## src/rtl/ddi_phase_fsm_pkg.sv

```systemverilog
// Shared encodings for the diverging-diamond phase sequencer: state codes,
// next-phase codes, lamp bit positions and small decode helpers.
package ddi_phase_fsm_pkg;

   typedef enum logic [3:0] {
      ALL_RED          = 4'd0,
      PHASE_1_GREEN    = 4'd1,
      PHASE_1_YELLOW   = 4'd2,
      PHASE_2_GREEN    = 4'd3,
      PHASE_2_YELLOW   = 4'd4,
      EASTBOUND_GREEN  = 4'd5,
      EASTBOUND_YELLOW = 4'd6,
      WESTBOUND_GREEN  = 4'd7,
      WESTBOUND_YELLOW = 4'd8,
      MAINTENANCE      = 4'd9
   } state_e;

   typedef enum logic [1:0] {
      P1 = 2'd0,
      P2 = 2'd1,
      EB = 2'd2,
      WB = 2'd3
   } phase_e;

   localparam int RED    = 2;
   localparam int YELLOW = 1;
   localparam int GREEN  = 0;

   typedef logic [2:0] lamp_t;

   function automatic lamp_t lamp_of(input logic is_green, input logic is_yellow);
      lamp_t l;
      l = '0;
      if (is_green)       l[GREEN]  = 1'b1;
      else if (is_yellow) l[YELLOW] = 1'b1;
      else                l[RED]    = 1'b1;
      return l;
   endfunction

   function automatic state_e green_of(input phase_e p);
      case (p)
         P1:      return PHASE_1_GREEN;
         P2:      return PHASE_2_GREEN;
         EB:      return EASTBOUND_GREEN;
         default: return WESTBOUND_GREEN;
      endcase
   endfunction

endpackage

```

## src/rtl/ddi_phase_fsm_if.sv

```systemverilog
// Bundle between the phase sequencer (slave) and its environment (master):
// timing handshake, detector demands, state bus, lamps and demand status.
interface ddi_phase_fsm_if;
   logic       timing_done;
   logic       eb_req;
   logic       wb_req;
   logic       maint_req;
   logic [3:0] current_state;
   logic [2:0] p1_lamp;
   logic [2:0] p2_lamp;
   logic [2:0] eb_lamp;
   logic [2:0] wb_lamp;
   logic       eb_pending;
   logic       wb_pending;

   modport master (
      output timing_done, eb_req, wb_req, maint_req,
      input  current_state, p1_lamp, p2_lamp, eb_lamp, wb_lamp, eb_pending, wb_pending
   );

   modport slave (
      input  timing_done, eb_req, wb_req, maint_req,
      output current_state, p1_lamp, p2_lamp, eb_lamp, wb_lamp, eb_pending, wb_pending
   );
endinterface

```

## src/rtl/ddi_phase_fsm_maint_flasher.sv

```systemverilog
// Half-period counter for the maintenance red flash; idles cleared while
// enable_i is low so every maintenance entry starts with the lamps dark.
module maint_flasher #(
   parameter int FLASH_TICKS = 50
) (
   input  logic clk,
   input  logic rst_n,
   input  logic enable_i,
   output logic flash_o
);

   localparam logic [7:0] LAST_TICK = 8'(FLASH_TICKS - 1);

   logic [7:0] cnt_q, cnt_d;
   logic       flash_q, flash_d;

   // NOTE: every variable gets a default at the top of the block so no path
   // leaves it unassigned, which would otherwise infer a latch.
   always_comb begin
      cnt_d   = cnt_q;
      flash_d = flash_q;
      if (!enable_i) begin
         cnt_d   = '0;
         flash_d = 1'b0;
      end else if (cnt_q == LAST_TICK) begin
         cnt_d   = '0;
         flash_d = ~flash_q;
      end else begin
         cnt_d = cnt_q + 8'd1;
      end
   end

   // NOTE: sequential state uses non-blocking assignments so every register
   // samples its inputs from before the edge, independent of statement order.
   always_ff @(posedge clk or negedge rst_n) begin
      if (!rst_n) begin
         cnt_q   <= '0;
         flash_q <= 1'b0;
      end else begin
         cnt_q   <= cnt_d;
         flash_q <= flash_d;
      end
   end

   assign flash_o = flash_q;

endmodule

```

## src/rtl/ddi_phase_fsm.sv

```systemverilog
// Master signal-phase sequencer: crossover phases, demand-served turn phases,
// all-red clearance and a flashing-red maintenance mode.
module ddi_phase_fsm
   import ddi_phase_fsm_pkg::*;
#(
   parameter int FLASH_TICKS = 50
) (
   input logic             clk,
   input logic             rst_n,
   ddi_phase_fsm_if.slave  bus
);

   state_e state_q, state_d;
   phase_e next_phase_q, next_phase_d;
   logic   eb_pending_q, eb_pending_d;
   logic   wb_pending_q, wb_pending_d;
   logic   guard_q, guard_d;
   logic   flash;
   logic   td_qual;

   // The guard masks the done flag timing_controller still holds from the
   // previous state (notably the permanently-high one during maintenance).
   assign td_qual = bus.timing_done & ~guard_q;

   always_ff @(posedge clk or negedge rst_n) begin
      if (!rst_n) begin
         state_q      <= ALL_RED;
         next_phase_q <= P1;
         eb_pending_q <= 1'b0;
         wb_pending_q <= 1'b0;
         guard_q      <= 1'b1;
      end else begin
         state_q      <= state_d;
         next_phase_q <= next_phase_d;
         eb_pending_q <= eb_pending_d;
         wb_pending_q <= wb_pending_d;
         guard_q      <= guard_d;
      end
   end

   always_comb begin
      state_d      = state_q;
      next_phase_d = next_phase_q;
      case (state_q)
         ALL_RED:
            if (td_qual) state_d = bus.maint_req ? MAINTENANCE : green_of(next_phase_q);
         PHASE_1_GREEN:    if (td_qual) state_d = PHASE_1_YELLOW;
         PHASE_2_GREEN:    if (td_qual) state_d = PHASE_2_YELLOW;
         EASTBOUND_GREEN:  if (td_qual) state_d = EASTBOUND_YELLOW;
         WESTBOUND_GREEN:  if (td_qual) state_d = WESTBOUND_YELLOW;
         PHASE_1_YELLOW:
            if (td_qual) begin
               state_d      = ALL_RED;
               next_phase_d = P2;
            end
         PHASE_2_YELLOW:
            if (td_qual) begin
               state_d      = ALL_RED;
               next_phase_d = eb_pending_q ? EB : (wb_pending_q ? WB : P1);
            end
         EASTBOUND_YELLOW:
            if (td_qual) begin
               state_d      = ALL_RED;
               next_phase_d = wb_pending_q ? WB : P1;
            end
         WESTBOUND_YELLOW:
            if (td_qual) begin
               state_d      = ALL_RED;
               next_phase_d = P1;
            end
         MAINTENANCE:
            if (!bus.maint_req) begin
               state_d      = ALL_RED;
               next_phase_d = P1;
            end
         default: state_d = ALL_RED;
      endcase
   end

   assign guard_d = (state_d != state_q);

   // Clearing on entry to the turn green wins over a request in the same cycle;
   // requests during the approach's own green/yellow are already being served.
   always_comb begin
      eb_pending_d = eb_pending_q;
      wb_pending_d = wb_pending_q;
      if (state_d == EASTBOUND_GREEN && state_q != EASTBOUND_GREEN)
         eb_pending_d = 1'b0;
      else if (bus.eb_req && !(state_q inside {EASTBOUND_GREEN, EASTBOUND_YELLOW}))
         eb_pending_d = 1'b1;
      if (state_d == WESTBOUND_GREEN && state_q != WESTBOUND_GREEN)
         wb_pending_d = 1'b0;
      else if (bus.wb_req && !(state_q inside {WESTBOUND_GREEN, WESTBOUND_YELLOW}))
         wb_pending_d = 1'b1;
   end

   maint_flasher #(.FLASH_TICKS(FLASH_TICKS)) u_flasher (
      .clk      (clk),
      .rst_n    (rst_n),
      .enable_i (state_q == MAINTENANCE),
      .flash_o  (flash)
   );

   always_comb begin
      if (state_q == MAINTENANCE) begin
         bus.p1_lamp = {flash, 2'b00};
         bus.p2_lamp = {flash, 2'b00};
         bus.eb_lamp = {flash, 2'b00};
         bus.wb_lamp = {flash, 2'b00};
      end else begin
         bus.p1_lamp = lamp_of(state_q == PHASE_1_GREEN,   state_q == PHASE_1_YELLOW);
         bus.p2_lamp = lamp_of(state_q == PHASE_2_GREEN,   state_q == PHASE_2_YELLOW);
         bus.eb_lamp = lamp_of(state_q == EASTBOUND_GREEN, state_q == EASTBOUND_YELLOW);
         bus.wb_lamp = lamp_of(state_q == WESTBOUND_GREEN, state_q == WESTBOUND_YELLOW);
      end
   end

   assign bus.current_state = state_q;
   assign bus.eb_pending    = eb_pending_q;
   assign bus.wb_pending    = wb_pending_q;

endmodule

```

## src/flat_wrapper.sv

```systemverilog
// flat-port wrapper written by rule: the top's interface ports become plain ports
module ddi_phase_fsm_flat import ddi_phase_fsm_pkg::*;
#(
   parameter int FLASH_TICKS = 50
)
  (clk, rst_n, bus_timing_done, bus_eb_req, bus_wb_req, bus_maint_req, bus_current_state, bus_p1_lamp, bus_p2_lamp, bus_eb_lamp, bus_wb_lamp, bus_eb_pending, bus_wb_pending);
  ddi_phase_fsm_if bus_i ();
  input logic clk;
  input logic rst_n;
  input wire logic [$bits(bus_i.timing_done)-1:0] bus_timing_done;
  input wire logic [$bits(bus_i.eb_req)-1:0] bus_eb_req;
  input wire logic [$bits(bus_i.wb_req)-1:0] bus_wb_req;
  input wire logic [$bits(bus_i.maint_req)-1:0] bus_maint_req;
  output wire logic [$bits(bus_i.current_state)-1:0] bus_current_state;
  output wire logic [$bits(bus_i.p1_lamp)-1:0] bus_p1_lamp;
  output wire logic [$bits(bus_i.p2_lamp)-1:0] bus_p2_lamp;
  output wire logic [$bits(bus_i.eb_lamp)-1:0] bus_eb_lamp;
  output wire logic [$bits(bus_i.wb_lamp)-1:0] bus_wb_lamp;
  output wire logic [$bits(bus_i.eb_pending)-1:0] bus_eb_pending;
  output wire logic [$bits(bus_i.wb_pending)-1:0] bus_wb_pending;
  assign bus_i.timing_done = bus_timing_done;
  assign bus_i.eb_req = bus_eb_req;
  assign bus_i.wb_req = bus_wb_req;
  assign bus_i.maint_req = bus_maint_req;
  assign bus_current_state = bus_i.current_state;
  assign bus_p1_lamp = bus_i.p1_lamp;
  assign bus_p2_lamp = bus_i.p2_lamp;
  assign bus_eb_lamp = bus_i.eb_lamp;
  assign bus_wb_lamp = bus_i.wb_lamp;
  assign bus_eb_pending = bus_i.eb_pending;
  assign bus_wb_pending = bus_i.wb_pending;
  ddi_phase_fsm #(.FLASH_TICKS(FLASH_TICKS)) u_core (.clk(clk), .rst_n(rst_n), .bus(bus_i));
endmodule
```

## config.mk

```make
export PLATFORM = sky130hd
export DESIGN_NAME = ddi_phase_fsm_flat
export DESIGN_NICKNAME = d
export VERILOG_FILES = /design/src/rtl/ddi_phase_fsm_pkg.sv /design/src/rtl/ddi_phase_fsm_if.sv /design/src/rtl/ddi_phase_fsm_maint_flasher.sv /design/src/rtl/ddi_phase_fsm.sv /design/src/flat_wrapper.sv
export SDC_FILE = /design/constraint.sdc
export NUM_CORES = 1
export LEC_CHECK = 0
export BUFFER_PORTS_ARGS = -buffer_cell sky130_fd_sc_hd__buf_2
export CAP_MARGIN = 40
export CORE_ASPECT_RATIO = 1.75
export CORE_MARGIN = 5
export CORE_UTILIZATION = 40
export CTS_BUF_LIST = sky130_fd_sc_hd__clkbuf_8 sky130_fd_sc_hd__clkbuf_16
export DETAILED_ROUTE_END_ITERATION = 6
export PLACE_DENSITY = 0.68
export SYNTH_ARGS = -nofsm -noshare
export SYNTH_HDL_FRONTEND = slang
export SYNTH_SLANG_ARGS = --single-unit
export TNS_END_PERCENT = 30
```

## constraint.sdc

```tcl
create_clock -name clk -period 3.84 [get_ports clk]
set_input_delay 0.768 -clock clk [delete_from_list [all_inputs] [get_ports clk]]
set_output_delay 0.768 -clock clk [all_outputs]
set_load 0.02 [all_outputs]
```

* After elaboration in Yosys (flattened, before gate mapping)
Index checks and enable logic that the tools add are counted.
Word-level totals: register bits 18, output and inout bits 18, logic and storage cells 95
Operators by class: add/sub/neg operators 1, eq/ne operators 23, multiplexer cells 46, bitwise logic cells 3, reductions and logical operators 15
Operators by type and width (count):
- 2-to-1 mux 4 bit | 8
- case mux 4 bit (7 select lines) | 1
- equality test 4 x 3 -> 1 bit, second input constant | 6
- 2-to-1 mux 2 bit | 11
- 2-to-1 mux 1 bit | 18
- 2-to-1 mux 8 bit | 2
- 2-to-1 mux 3 bit | 4
- inequality test 2 x 1 -> 1 bit, second input constant | 5
- case mux 2 bit (5 select lines) | 1
- case mux 3 bit (3 select lines) | 1
- adder 8 x 1 -> 8 bit, second input constant | 1
- equality test 4 x 2 -> 1 bit, second input constant | 2
- equality test 4 bit, second input constant | 2
- equality test 8 x 6 -> 1 bit, second input constant | 1
- inequality test 4 x 3 -> 1 bit, second input constant | 2
- nonzero test 2 bit | 4
- AND reduction 6 bit | 1
- nonzero test 5 bit | 1
- equality test 4 x 1 -> 1 bit, second input constant | 1
- logical AND 1 bit | 4
- logical NOT 4 bit | 1
- inequality test 4 bit | 1
- OR reduction 4 bit | 1
- equality test 2 x 1 -> 1 bit, second input constant | 1
- other kinds (6) | 8

* Logic depth before layout (Yosys ltp)
Gate-level depths: netlist (run 1).
word-level depth 8, depth in mapped cells 7, mapped depth without buffers 6

* Hierarchy
Synthesis (run 1) repeated with hierarchy kept, for this count alone.
Unflattened totals: cells, all modules 131, area, all modules 1118.6 um2
By module, submodules not included:
- ddi_phase_fsm | times used 1, cells an instance 90, area an instance 703.2 um2, seq. area each 226.5 um2
- maint_flasher | times used 1, cells an instance 41, area an instance 415.4 um2, seq. area each 225.2 um2

* Least setup slack after synthesis (run 1)
No wires, ideal clock.
path type flip-flop to output port, start register u_core.state_q[1] (netlist: u_core.bus.current_state[1]), end output port bus_wb_lamp[2], arrival 1726 ps, data required time 3072 ps, slack 1346 ps, cell stages (with the launch flop) 3, cells stage by stage dfrtp_1 nor4b_1 nor3_1
Between the ends: cells in the longest elaborated chain, start to end 4, elaborated cells on any way between the ends 6, classes of those cells 3 x eq/ne; 3 x mux
RTL lines:
- from (decl) | RTL line ddi_phase_fsm.sv:13 | state_e state_q, state_d;
- from (signal assigned) | RTL line ddi_phase_fsm.sv:33 | state_q <= state_d;
- equality test 4 bit | RTL line ddi_phase_fsm.sv:114 | bus.wb_lamp = lamp_of(state_q == WESTBOUND_GREEN, state_q == WESTBOUND_YELLOW);
- 2-to-1 mux 1 bit | RTL line ddi_phase_fsm_pkg.sv:35 | else if (is_yellow) l[YELLOW] = 1'b1;
- 2-to-1 mux 2 bit | RTL line ddi_phase_fsm_pkg.sv:34 | if (is_green) l[GREEN] = 1'b1;
- 2-to-1 mux 3 bit * | RTL line ddi_phase_fsm.sv:105 | if (state_q == MAINTENANCE) begin
- to (decl) | RTL line flat_wrapper.sv:18 | output wire logic [$bits(bus_i.wb_lamp)-1:0] bus_wb_lamp;
Every way passes the cells marked *; elsewhere a longest branch is shown, timed or not.

* Worst setup path after layout (run 1)
start register u_core.state_q[0] (netlist: u_core.bus.current_state[0]), end output port bus_eb_lamp[2]
Between the ends: cells in the longest elaborated chain, start to end 4, elaborated cells on any way between the ends 6, classes of those cells 3 x eq/ne; 3 x mux
RTL lines:
- equality test 4 x 3 -> 1 bit | RTL line ddi_phase_fsm.sv:113 | bus.eb_lamp = lamp_of(state_q == EASTBOUND_GREEN, state_q == EASTBOUND_YELLOW);
- 2-to-1 mux 1 bit | RTL line ddi_phase_fsm_pkg.sv:35
- 2-to-1 mux 2 bit | RTL line ddi_phase_fsm_pkg.sv:34
- 2-to-1 mux 3 bit * | RTL line ddi_phase_fsm.sv:105
- to (decl) | RTL line flat_wrapper.sv:17 | output wire logic [$bits(bus_i.eb_lamp)-1:0] bus_eb_lamp;
Marked as above.

==> results.tsv, run 1 <==
stage	metric	value	unit
floorplan	Boundary Pins	24	
grt	GR Util met1	15.1	%
pwr	Logic pwr share	47.6	%
worst_setup_path	Setup crit start kind	register	
worst_setup_path	CP Capture Type	primary output	
grt	total grt overflow	0	
pwr	Net Switching	0.000401	W
worst_setup_path	Max FO, Critical Path	22	
pwr	pwr/cell area	697	nW/um2
route	# DRC	0	
timing	Final min period	2.62	ns
clocking	Num CTS Buffers	3	
clocking	CTS Hold Bufs	0	
worst_setup_path	Worst path max stage delay	0.72	ns
timing	Final Setup Violations	0	
grt	gr usage total	14.2	%
route	WL/cell	14.8	um
final_layout	post-route cell area	1210	um2
grt	met3 Resource Use GR	3.07	%
pwr	switching part of the total	47.4	%
synth	Yosys cell types	35	
place	IO buf count	23	
route	Pre-antenna DRT Iters	4	
pwr	Worst IR Drop VDD	310	uV
synth	Async SR Flop Fraction	100	%
synth	Mapped Cells	123	
route	Via Count	948	
clocking	H-tree depth	1	
timing	Slew headroom	60.7	%
timing	Pins Over Slew Limit	0	
timing	setup tns final	0	ns
place	placed instance count	166	
grt	pin count of the biggest net entering global routing	23	
floorplan	die span in x	48.8	um
synth	Yosys top cell area share	40.4	%
final_layout	Non-Filler Instances	170	
synth	Post-Syn Area	1050	um2
synth	most frequent cell after synthesis	nor2_1	
run_status	run status	finished clean	
timing	RSZ-0062 raised after global routing	no	
grt	first-pass GRT wire length	4.31	mm
place	GP Congestion	0.929	
clocking	Post CTS Setup Buffer Count	0	
final_layout	diodes inserted	0	
floorplan	Die ar.	3800	um2
final_layout	layout cell share with drive strength beyond 1	21.5	%
pwr	P_int	0.000445	W
synth	synth warn	0	
clocking	clk_lat worst skew	0.25	ns
clocking	clock sinks	18	
timing	Worst Max-Slew Pin Slew	0.590	ns
clocking	root buffer cell	clkbuf_8	
final_layout	Layout area overhead	15.2	%
clocking	register clock-pin slew on the reported worst setup and hold paths	0.07	ns
grt	vias in the first global route	955	
pwr	Clock Power Share	15.9	%
final_layout	nets	153	
worst_setup_path	Worst EP required	3.07	ns
place	dpl cell area	1170	um2
synth	Post-Syn Nets	131	
route	Final ANT Viol Nets	0	
worst_setup_path	Setup CP Type	register to primary output	
synth	top area cells in the synthesized netlist	dfrtp_1 40%, nor2_1 8.2%, xnor2_1 3.3%	
clocking	Post-CTS Resized	0	
route	final wirelength	2.52	mm
floorplan	core area	2520	um2
grt	met2 GRT Util	23.7	%
clocking	CTS tree	yes	
synth	Yosys top cell by area	dfrtp_1	
timing	Tcrit/Tclk final	68.3	%
worst_setup_path	cell breakdown of the critical path	nand2b_1 -> nor3_1 -> nor2_1 -> buf_2	
synth	number of synthesized flops with an enable pin	0	
pwr	Leak Pwr	0.539	nW
worst_setup_path	CP max-delay cell	dfrtp_1	
route	DRT iter0 DRCs	33	
flow_run	max-cap viol count	0	
pwr	register share of total power	36.5	%
timing	Max Clk Rate	381	MHz
floorplan	Die Ht	77.9	um
min_path	min-delay worst type	input port to async pin	
synth	syn avg cell area	8.57	um2
worst_setup_path	Arrival @ worst endpoint	1.85	ns
grt	initial antenna violation count	0	
timing	Clock Skews	0.00126	ns
timing	worst hold slack	0.433	ns
route	DR vias/cell	5.58	
synth	dominant synthesized flop cell	dfrtp_1	
synth	top post-synthesis cells by count	23 x nor2_1, 17 x dfrtp_1, 9 x nand2_1	
place	HPWL after detailed placement	1.94	mm
grt	layer with the highest usage	met2	
floorplan	Starting Density	41.8	%
synth	register area share after synthesis	42.9	%
clocking	Longest Clk Path Bufs	2	
synth	FF+latch count, synth	18	
floorplan	num rows	24	
timing	final hold vios	0	
## metal layers
| metal | up-vias | routed length (um) |
|---|---|---|
| met5 | - | 0 |
| met3 | 10 | 134 |
| li1 | 469 | - |
| met1 | 443 | 995 |
| met2 | 26 | 1240 |
| met4 | 0 | 146 |
## layout by cell type (no fill, tap or decap)
| cell | count |
|---|---|
| buf_2 | 23 |
| nor4b_1 | 1 |
| a21oi_1 | 5 |
| a32oi_1 | 2 |
| nand2b_1 | 5 |
| nor4_1 | 1 |
| nand3_1 | 4 |
| o21bai_1 | 1 |
| clkbuf_8 | 3 |
| nand3b_1 | 1 |
| nand2_1 | 9 |
| and4_1 | 1 |
| nor3_2 | 2 |
| inv_1 | 4 |
| o22ai_1 | 5 |
| nor3_1 | 6 |
| nor2_1 | 23 |
| nor3b_1 | 1 |
| dfrtp_1 | 17 |
| a21o_1 | 1 |
| a31oi_1 | 1 |
| or4b_1 | 1 |
| and3_1 | 1 |
| or2_2 | 2 |
| or3_1 | 1 |
| o21ai_0 | 6 |
| xor2_1 | 4 |
| dfstp_2 | 1 |
| nand4_1 | 1 |
| xnor2_1 | 4 |
| and4b_1 | 1 |
| nor2b_1 | 3 |
| a22oi_1 | 1 |
| ha_1 | 2 |
## worst max-delay path, delay by kind of cell (launching register included)
| family | cells | cell delay, ns |
|---|---|---|
| buf+inv | 1 | 0.17 |
| simple gates | 3 | 0.71 |
| flops | 1 | 0.72 |
## per-stage QoR
step / setup slack [ns] / power [W] / util (%)
after global routing: 0.967 / 0.000915 / 48.1
after floorplan: 1.35 / 0.000595 / -
after global placement: 1.54 / 0.000712 / 46.3
final: 1.22 / 0.000846 / 48.1
after CTS: 1.22 / 0.000853 / 48.1
after detailed placement: 1.48 / 0.000714 / 46.3
## final timing paths
path | startpoint | to | slack [ns] | depth (start not counted)
setup / recovery | u_core.bus.current_state[0] | bus_eb_lamp[2] | 1.22 | 4
hold / removal | rst_n | u_core.bus.current_state[3] | 0.43 | 1
setup reg to reg | u_core.guard_q | u_core.next_phase_q[1] | 2.12 | 4
hold reg to reg | u_core.u_flasher.cnt_q[0] | u_core.u_flasher.cnt_q[0] | 0.51 | 1
max in group asynchronous | rst_n | u_core.guard_q | 3.08 | 1
min in group clk | u_core.u_flasher.cnt_q[0] | u_core.u_flasher.cnt_q[0] | 0.51 | 1
## registers in the layout, indices dropped and copies added (netlist names)
| name | flops |
|---|---|
| u_core.bus.current_state | 4 |
| u_core.u_flasher.flash_o | 1 |
| u_core.guard_q | 1 |
| u_core.bus.eb_pending | 1 |
| u_core.u_flasher.cnt_q | 8 |
| u_core.next_phase_q | 2 |
| u_core.bus.wb_pending | 1 |
## kinds of logic (layout without fill, tap and decap cells)
| group | after synthesis | in the layout | share of synthesized area, % |
|---|---|---|---|
| simple gates | 64 | 64 | 31.4 |
| compound gates | 22 | 22 | 12.6 |
| flops | 18 | 18 | 42.9 |
| buf+inv | 9 | 30 | 4.16 |
| xor+xnor | 8 | 8 | 6.65 |
| fa+ha+maj | 2 | 2 | 2.37 |
## power by group through the flow
stage / sequential (W) / clock (W) / combinational [W]
CTS: 0.000307 / 0.000140 / 0.000406
detailed placement: 0.000312 / 0 / 0.000403
global placement: 0.000309 / 0 / 0.000403
floorplan: 0.000282 / 0 / 0.000313
global route: 0.000321 / 0.000148 / 0.000446
finish: 0.000308 / 0.000135 / 0.000403
## final cells by class
type | count | area [um2]
Clock inverter | 1 | 3.75
Timing Repair Buffer | 23 | 115
Fill cell | 260 | 1310
Clock buffer | 3 | 41.3
Inverter | 3 | 11.3
Tap cell | 26 | 32.5
Sequential cell | 18 | 452
Multi-Input combinational cell | 96 | 558
Note: power is estimated with default switching activity, not from simulation.
==> run 2: changes to the inputs <==
- PLACE_DENSITY: 0.68 -> 0.7
- clock period: 3.84 -> 2.3 ns (I/O delays scaled with it)
==> results.tsv, run 2 (synthesis results as in run 1) <==
stage	metric	value	unit	change
timing	Final Setup Violations	0		unchanged
place	HPWL after detailed placement	1.87	mm	was 1.94 mm
timing	setup tns final	0	ns	unchanged
worst_setup_path	Max FO, Critical Path	17		was 22
final_layout	Layout area overhead	18.1	%	was 15.2%
grt	gr usage total	13.9	%	was 14.2%
worst_setup_path	Arrival @ worst endpoint	1.61	ns	was 1.85 ns
floorplan	die span in x	48.8	um	unchanged
clocking	Longest Clk Path Bufs	2		unchanged
clocking	Num CTS Buffers	3		unchanged
final_layout	layout cell share with drive strength beyond 1	24.0	%	was 21.5%
floorplan	Die ar.	3800	um2	unchanged
final_layout	diodes inserted	0		unchanged
pwr	pwr/cell area	1180	nW/um2	was 697 nW/um2
pwr	Worst IR Drop VDD	728	uV	was 310 uV
clocking	CTS Hold Bufs	0		unchanged
pwr	Leak Pwr	0.552	nW	was 0.539 nW
route	DRT iter0 DRCs	31		was 33
clocking	Post CTS Setup Buffer Count	0		unchanged
clocking	Post-CTS Resized	0		unchanged
timing	Worst Max-Slew Pin Slew	0.621	ns	was 0.590 ns
floorplan	Boundary Pins	24		unchanged
route	Via Count	956		was 948
floorplan	Starting Density	41.8	%	unchanged
place	IO buf count	23		unchanged
route	final wirelength	2.46	mm	was 2.52 mm
timing	Tcrit/Tclk final	90.1	%	
timing	RSZ-0062 raised after global routing	no		unchanged
pwr	Tot Pwr	0.00147	W	was 0.000846 W
final_layout	Largest register FFs	8		unchanged
timing	Clock Skews	0.00544	ns	was 0.00126 ns
clocking	clk_lat worst skew	0.26	ns	was 0.25 ns
place	GP Congestion	0.844		was 0.929
route	# DRC	0		unchanged
timing	Final min period	2.07	ns	
flow_run	max-cap viol count	0		unchanged
route	Final ANT Viol Nets	0		unchanged
worst_setup_path	Setup crit start kind	register		unchanged
clocking	root buffer cell	clkbuf_8		unchanged
final_layout	Fillers	252		was 260
run_status	run status	finished clean		unchanged
route	DR vias/cell	5.56		was 5.58
grt	initial antenna violation count	0		unchanged
timing	Slew headroom	58.2	%	was 60.7%
timing	final hold vios	0		unchanged
grt	vias in the first global route	917		was 955
final_layout	nets	155		was 153
floorplan	num rows	24		unchanged
clocking	H-tree depth	1		unchanged
floorplan	core area	2520	um2	unchanged
grt	first-pass GRT wire length	4.20	mm	was 4.31 mm
route	Pre-antenna DRT Iters	4		unchanged
route	WL/cell	14.3	um	was 14.8 um
clocking	register clock-pin slew on the reported worst setup and hold paths	0.07	ns	about the same
timing	Max Clk Rate	483	MHz	
floorplan	Die Ht	77.9	um	unchanged
clocking	clock sinks	18		unchanged
final_layout	commonest non-fill, non-tap cells in the layout	23 x nor2_1, 23 x buf_2, 17 x dfrtp_1, 9 x nand2_1, 6 x o21ai_0		was 23 x nor2_1, 23 x buf_2, 17 x dfrtp_1, 9 x nand2_1
grt	total grt overflow	0		unchanged
clocking	CTS tree	yes		unchanged
timing	Pins Over Slew Limit	0		unchanged
worst_setup_path	Worst EP required	1.84	ns	was 3.07 ns
grt	pin count of the biggest net entering global routing	19		was 23
worst_setup_path	CP Capture Type	primary output		unchanged
worst_setup_path	Setup CP Type	register to primary output		unchanged
min_path	min-delay worst type	input port to async pin		unchanged
final_layout	largest reg by FF count	u_core.u_flasher.cnt_q		unchanged
## run 2: cell count changes in the layout (fill, tap and decap cells not counted), sizes merged
cell | previous run | this run
inv | 4 | 3
buf | 23 | 25
clkbuf | 3 | 4
## run 2: per-layer routing
| layer | vias up | track usage, % | share of wire, % |
|---|---|---|---|
| li1 | 469 | - | - |
| met5 | - | 0 | 0 |
| met2 | 35 | 20.3 | 46 |
| met3 | 6 | 3.83 | 7.4 |
| met1 | 446 | 18.0 | 44 |
| met4 | 0 | 8.36 | 2.9 |
## run 2: area by class of cell
cell class | count | area, um2 | area share (%)
tap | 26 | 32.5 | 2.62
clock buffer | 4 | 55.1 | 4.43
timing repair buffer | 25 | 130 | 10.5
inverter | 3 | 11.3 | 0.905
multi-input combinational | 96 | 563 | 45.3
sequential | 18 | 452 | 36.3
## run 2: through the flow
stage               cells  instance area (um2)  hold WS [ns]  worst slack (ns)  utilization, %
floorplan             123                 1050         0.164             0.114               -
global placement      168                 1180         0.413             0.483            46.9
detailed placement    168                 1180         0.418             0.418            46.9
CTS                   172                 1240         0.132             0.129            49.1
global route          172                 1240         0.159             0.109            49.3
finish                172                 1240         0.116             0.228            49.3
## run 2: where the power goes
group,total [W],internal (W),switching [W]
sequential,0.000494,0.000381,0.000114
clock,0.000265,0.000152,0.000112
combinational,0.000711,0.000259,0.000452
total,0.00147,0.000792,0.000678
## run 2: final timing paths
| kind | start | to | slack [ns] | cells past startpoint |
|---|---|---|---|---|
| min in group clk | bus_eb_req | u_core.bus.eb_pending | 0.45 | 3 |
| worst min register to register | u_core.u_flasher.cnt_q[0] | u_core.u_flasher.cnt_q[0] | 0.51 | 1 |
| max in group asynchronous | rst_n | u_core.guard_q | 1.87 | 1 |
| worst max-delay path | u_core.bus.current_state[2] | bus_wb_lamp[2] | 0.23 | 4 |
| worst max register to register | u_core.u_flasher.cnt_q[1] | u_core.u_flasher.cnt_q[2] | 0.58 | 6 |
| worst min-delay path | rst_n | u_core.next_phase_q[0] | 0.12 | 1 |
## run 2: worst max-delay path, stage by stage, from the launching register on
cell	delay (ns)
dfrtp_1	0.54
nand2b_1	0.30
nor3_2	0.25
nor3_1	0.08
buf_2	0.18
==> run 3: changes to the inputs <==
==> constraint.sdc (replaced) <==
create_clock -name clk -period 2.3 [get_ports clk]
set_input_delay 0.23 -clock clk [delete_from_list [all_inputs] [get_ports clk]]
set_output_delay 0.23 -clock clk [all_outputs]
set_load 0.02 [all_outputs]
==> results.tsv, run 3 (synthesis results as in run 1) <==
stage	metric	value	unit	change
run_status	run status	finished clean		unchanged
clocking	root buffer cell	clkbuf_8		unchanged
worst_setup_path	worst path bufs/invs	1		unchanged
clocking	Post CTS Setup Buffer Count	0		unchanged
timing	Max Clk Rate	476	MHz	was 483 MHz
timing	Clock Skews	0.00539	ns	was 0.00544 ns
floorplan	Die ar.	3800	um2	unchanged
clocking	H-tree depth	1		unchanged
final_layout	Largest register FFs	8		unchanged
timing	Tcrit/Tclk final	91.4	%	was 90.1%
worst_setup_path	Worst R2R Setup Slack	0.60	ns	was 0.58 ns
final_layout	layout cell share with drive strength beyond 1	22.1	%	was 24.0%
worst_setup_path	Worst EP required	2.07	ns	was 1.84 ns
grt	GR Util met1	17.5	%	was 18.0%
grt	first-pass GRT wire length	4.20	mm	unchanged
pwr	Worst IR Drop VDD	549	uV	was 728 uV
timing	Final min period	2.10	ns	was 2.07 ns
route	WL/cell	13.9	um	was 14.3 um
timing	setup tns final	0	ns	unchanged
place	GP Congestion	0.804		was 0.844
final_layout	Layout area overhead	17.1	%	was 18.1%
grt	gr usage total	13.5	%	was 13.9%
floorplan	core area	2520	um2	unchanged
worst_setup_path	Worst R2R Path Depth	3		was 6
worst_setup_path	cell breakdown of the critical path	nand2b_1 -> nor3_1 -> nor2_1 -> buf_2		was nand2b_1 -> nor3_2 -> nor3_1 -> buf_2
pwr	pwr/cell area	1170	nW/um2	was 1180 nW/um2
flow_run	max-cap viol count	0		unchanged
floorplan	Die Ht	77.9	um	unchanged
place	HPWL after detailed placement	1.75	mm	was 1.87 mm
floorplan	die span in x	48.8	um	unchanged
floorplan	Boundary Pins	24		unchanged
final_layout	commonest non-fill, non-tap cells in the layout	23 x nor2_1, 23 x buf_2, 17 x dfrtp_1, 9 x nand2_1		was 23 x nor2_1, 23 x buf_2, 17 x dfrtp_1, 9 x nand2_1, 6 x o21ai_0
place	IO buf count	23		unchanged
clocking	clk_lat worst skew	0.25	ns	was 0.26 ns
worst_setup_path	Max FO, Critical Path	22		was 17
route	DRT iter0 DRCs	47		was 31
worst_setup_path	Arrival @ worst endpoint	1.87	ns	was 1.61 ns
timing	RSZ-0062 raised after global routing	no		unchanged
grt	layer with the highest usage	met2		unchanged
worst_setup_path	Worst path max stage delay	0.73	ns	was 0.54 ns
floorplan	Starting Density	41.8	%	unchanged
worst_setup_path	CP delay by family, top	flip-flops		was simple AND/OR/NAND/NOR gates
clocking	CTS tree	yes		unchanged
route	DR vias/cell	5.42		was 5.56
timing	Final Setup Violations	0		unchanged
final_layout	nets	154		was 155
clocking	clock sinks	18		unchanged
worst_setup_path	CP Capture Type	primary output		unchanged
worst_setup_path	Critical Path Sink	bus_eb_lamp[2]		was bus_wb_lamp[2]
worst_setup_path	Setup crit start kind	register		unchanged
timing	Worst Max-Slew Pin Slew	0.604	ns	was 0.621 ns
timing	worst hold slack	0.227	ns	was 0.116 ns
timing	Pins Over Slew Limit	0		unchanged
floorplan	num rows	24		unchanged
route	final wirelength	2.38	mm	was 2.46 mm
route	Final ANT Viol Nets	0		unchanged
route	# DRC	0		unchanged
worst_setup_path	Setup CP Type	register to primary output		unchanged
timing	final hold vios	0		unchanged
grt	total grt overflow	0		unchanged
grt	initial antenna violation count	0		unchanged
final_layout	largest reg by FF count	u_core.u_flasher.cnt_q		unchanged
pwr	Leak Pwr	0.545	nW	was 0.552 nW
route	Pre-antenna DRT Iters	4		unchanged
worst_setup_path	worst reg2reg path startpoint	u_core.bus.current_state[0]		was u_core.u_flasher.cnt_q[1]
timing	Slew headroom	59.7	%	was 58.2%
worst_setup_path	CP startpoint	u_core.bus.current_state[0]		was u_core.bus.current_state[2]
min_path	min-delay worst type	input port to register		was input port to async pin
clocking	Longest Clk Path Bufs	2		unchanged
final_layout	diodes inserted	0		unchanged
grt	met2 GRT Util	20.3	%	unchanged
worst_setup_path	Worst path depth	4		unchanged
clocking	Num CTS Buffers	3		unchanged
grt	met3 Resource Use GR	2.87	%	was 3.83%
clocking	register clock-pin slew on the reported worst setup and hold paths	0.07	ns	about the same
clocking	Post-CTS Resized	0		unchanged
grt	vias in the first global route	956		was 917
grt	pin count of the biggest net entering global routing	23		was 19
route	Via Count	927		was 956
worst_setup_path	CP max-delay cell	dfrtp_1		unchanged
worst_setup_path	r2r endpoint	u_core.u_flasher.cnt_q[3]		was u_core.u_flasher.cnt_q[2]
run 3: cell count changes in the layout (fill, tap and decap cells not counted):
cell	before	now
nor3_2	3	2
dlygate4sd3_1	0	1
nor3_1	5	6
buf_4	2	0
run 3: per-stage QoR:
step                      setup slack (ns)  cell area [um2]  cells  total power [W]  util, %
after global routing                0.0129             1230    171          0.00155     48.9
after detailed placement             0.499             1170    166          0.00118     46.3
after global placement               0.583             1170    166          0.00117     46.3
after CTS                            0.209             1230    171          0.00145     48.9
final                                0.198             1230    171          0.00144     48.9
after floorplan                      0.344             1050    123         0.000993        -
run 3: worst min-delay path by stage:
stage | from | endpoint | slack, ns | cells past startpoint
after detailed placement | rst_n | u_core.next_phase_q[1] | 0.18 | 1
after global placement | rst_n | u_core.next_phase_q[0] | 0.18 | 1
final | bus_eb_req | u_core.bus.eb_pending | 0.23 | 3
after floorplan | rst_n | u_core.bus.current_state[0] | -0.07 | 0
after CTS | bus_eb_req | u_core.bus.eb_pending | 0.22 | 3
after global routing | bus_eb_req | u_core.bus.eb_pending | 0.25 | 3
run 3: repair_timing:
action / in CTS / in global routing
endpoints found under the setup margin: 0 / 0
hold buffers: 1 / 0
hold endpoints to repair: 17 / 0
run 3: cell type report:
class / count / area, um2
Clock buffer: 4 / 55.1
Fill cell: 249 / 1290
Inverter: 3 / 11.3
Multi-Input combinational cell: 96 / 558
Sequential cell: 18 / 452
Tap cell: 26 / 32.5
Timing Repair Buffer: 24 / 125
run 3: tightest hold or removal path, stage by stage:
cell and delay [ns]:
buf_2 0.09, o21ai_0 0.06, a32oi_1 0.06
run 3: power by group:
group | internal (W) | total (W) | switching, W
clock | 0.000152 | 0.000257 | 0.000104
combinational | 0.000245 | 0.000663 | 0.000418
sequential | 0.000380 | 0.000518 | 0.000138
total | 0.000777 | 0.00144 | 0.000660
run 3: layer usage:
| metal | vias to the layer above | share of wire (%) |
|---|---|---|
| met2 | 33 | 46 |
| met3 | 6 | 6.6 |
| li1 | 471 | - |
| met5 | - | 0 |
| met1 | 417 | 44 |
| met4 | 0 | 2.7 |
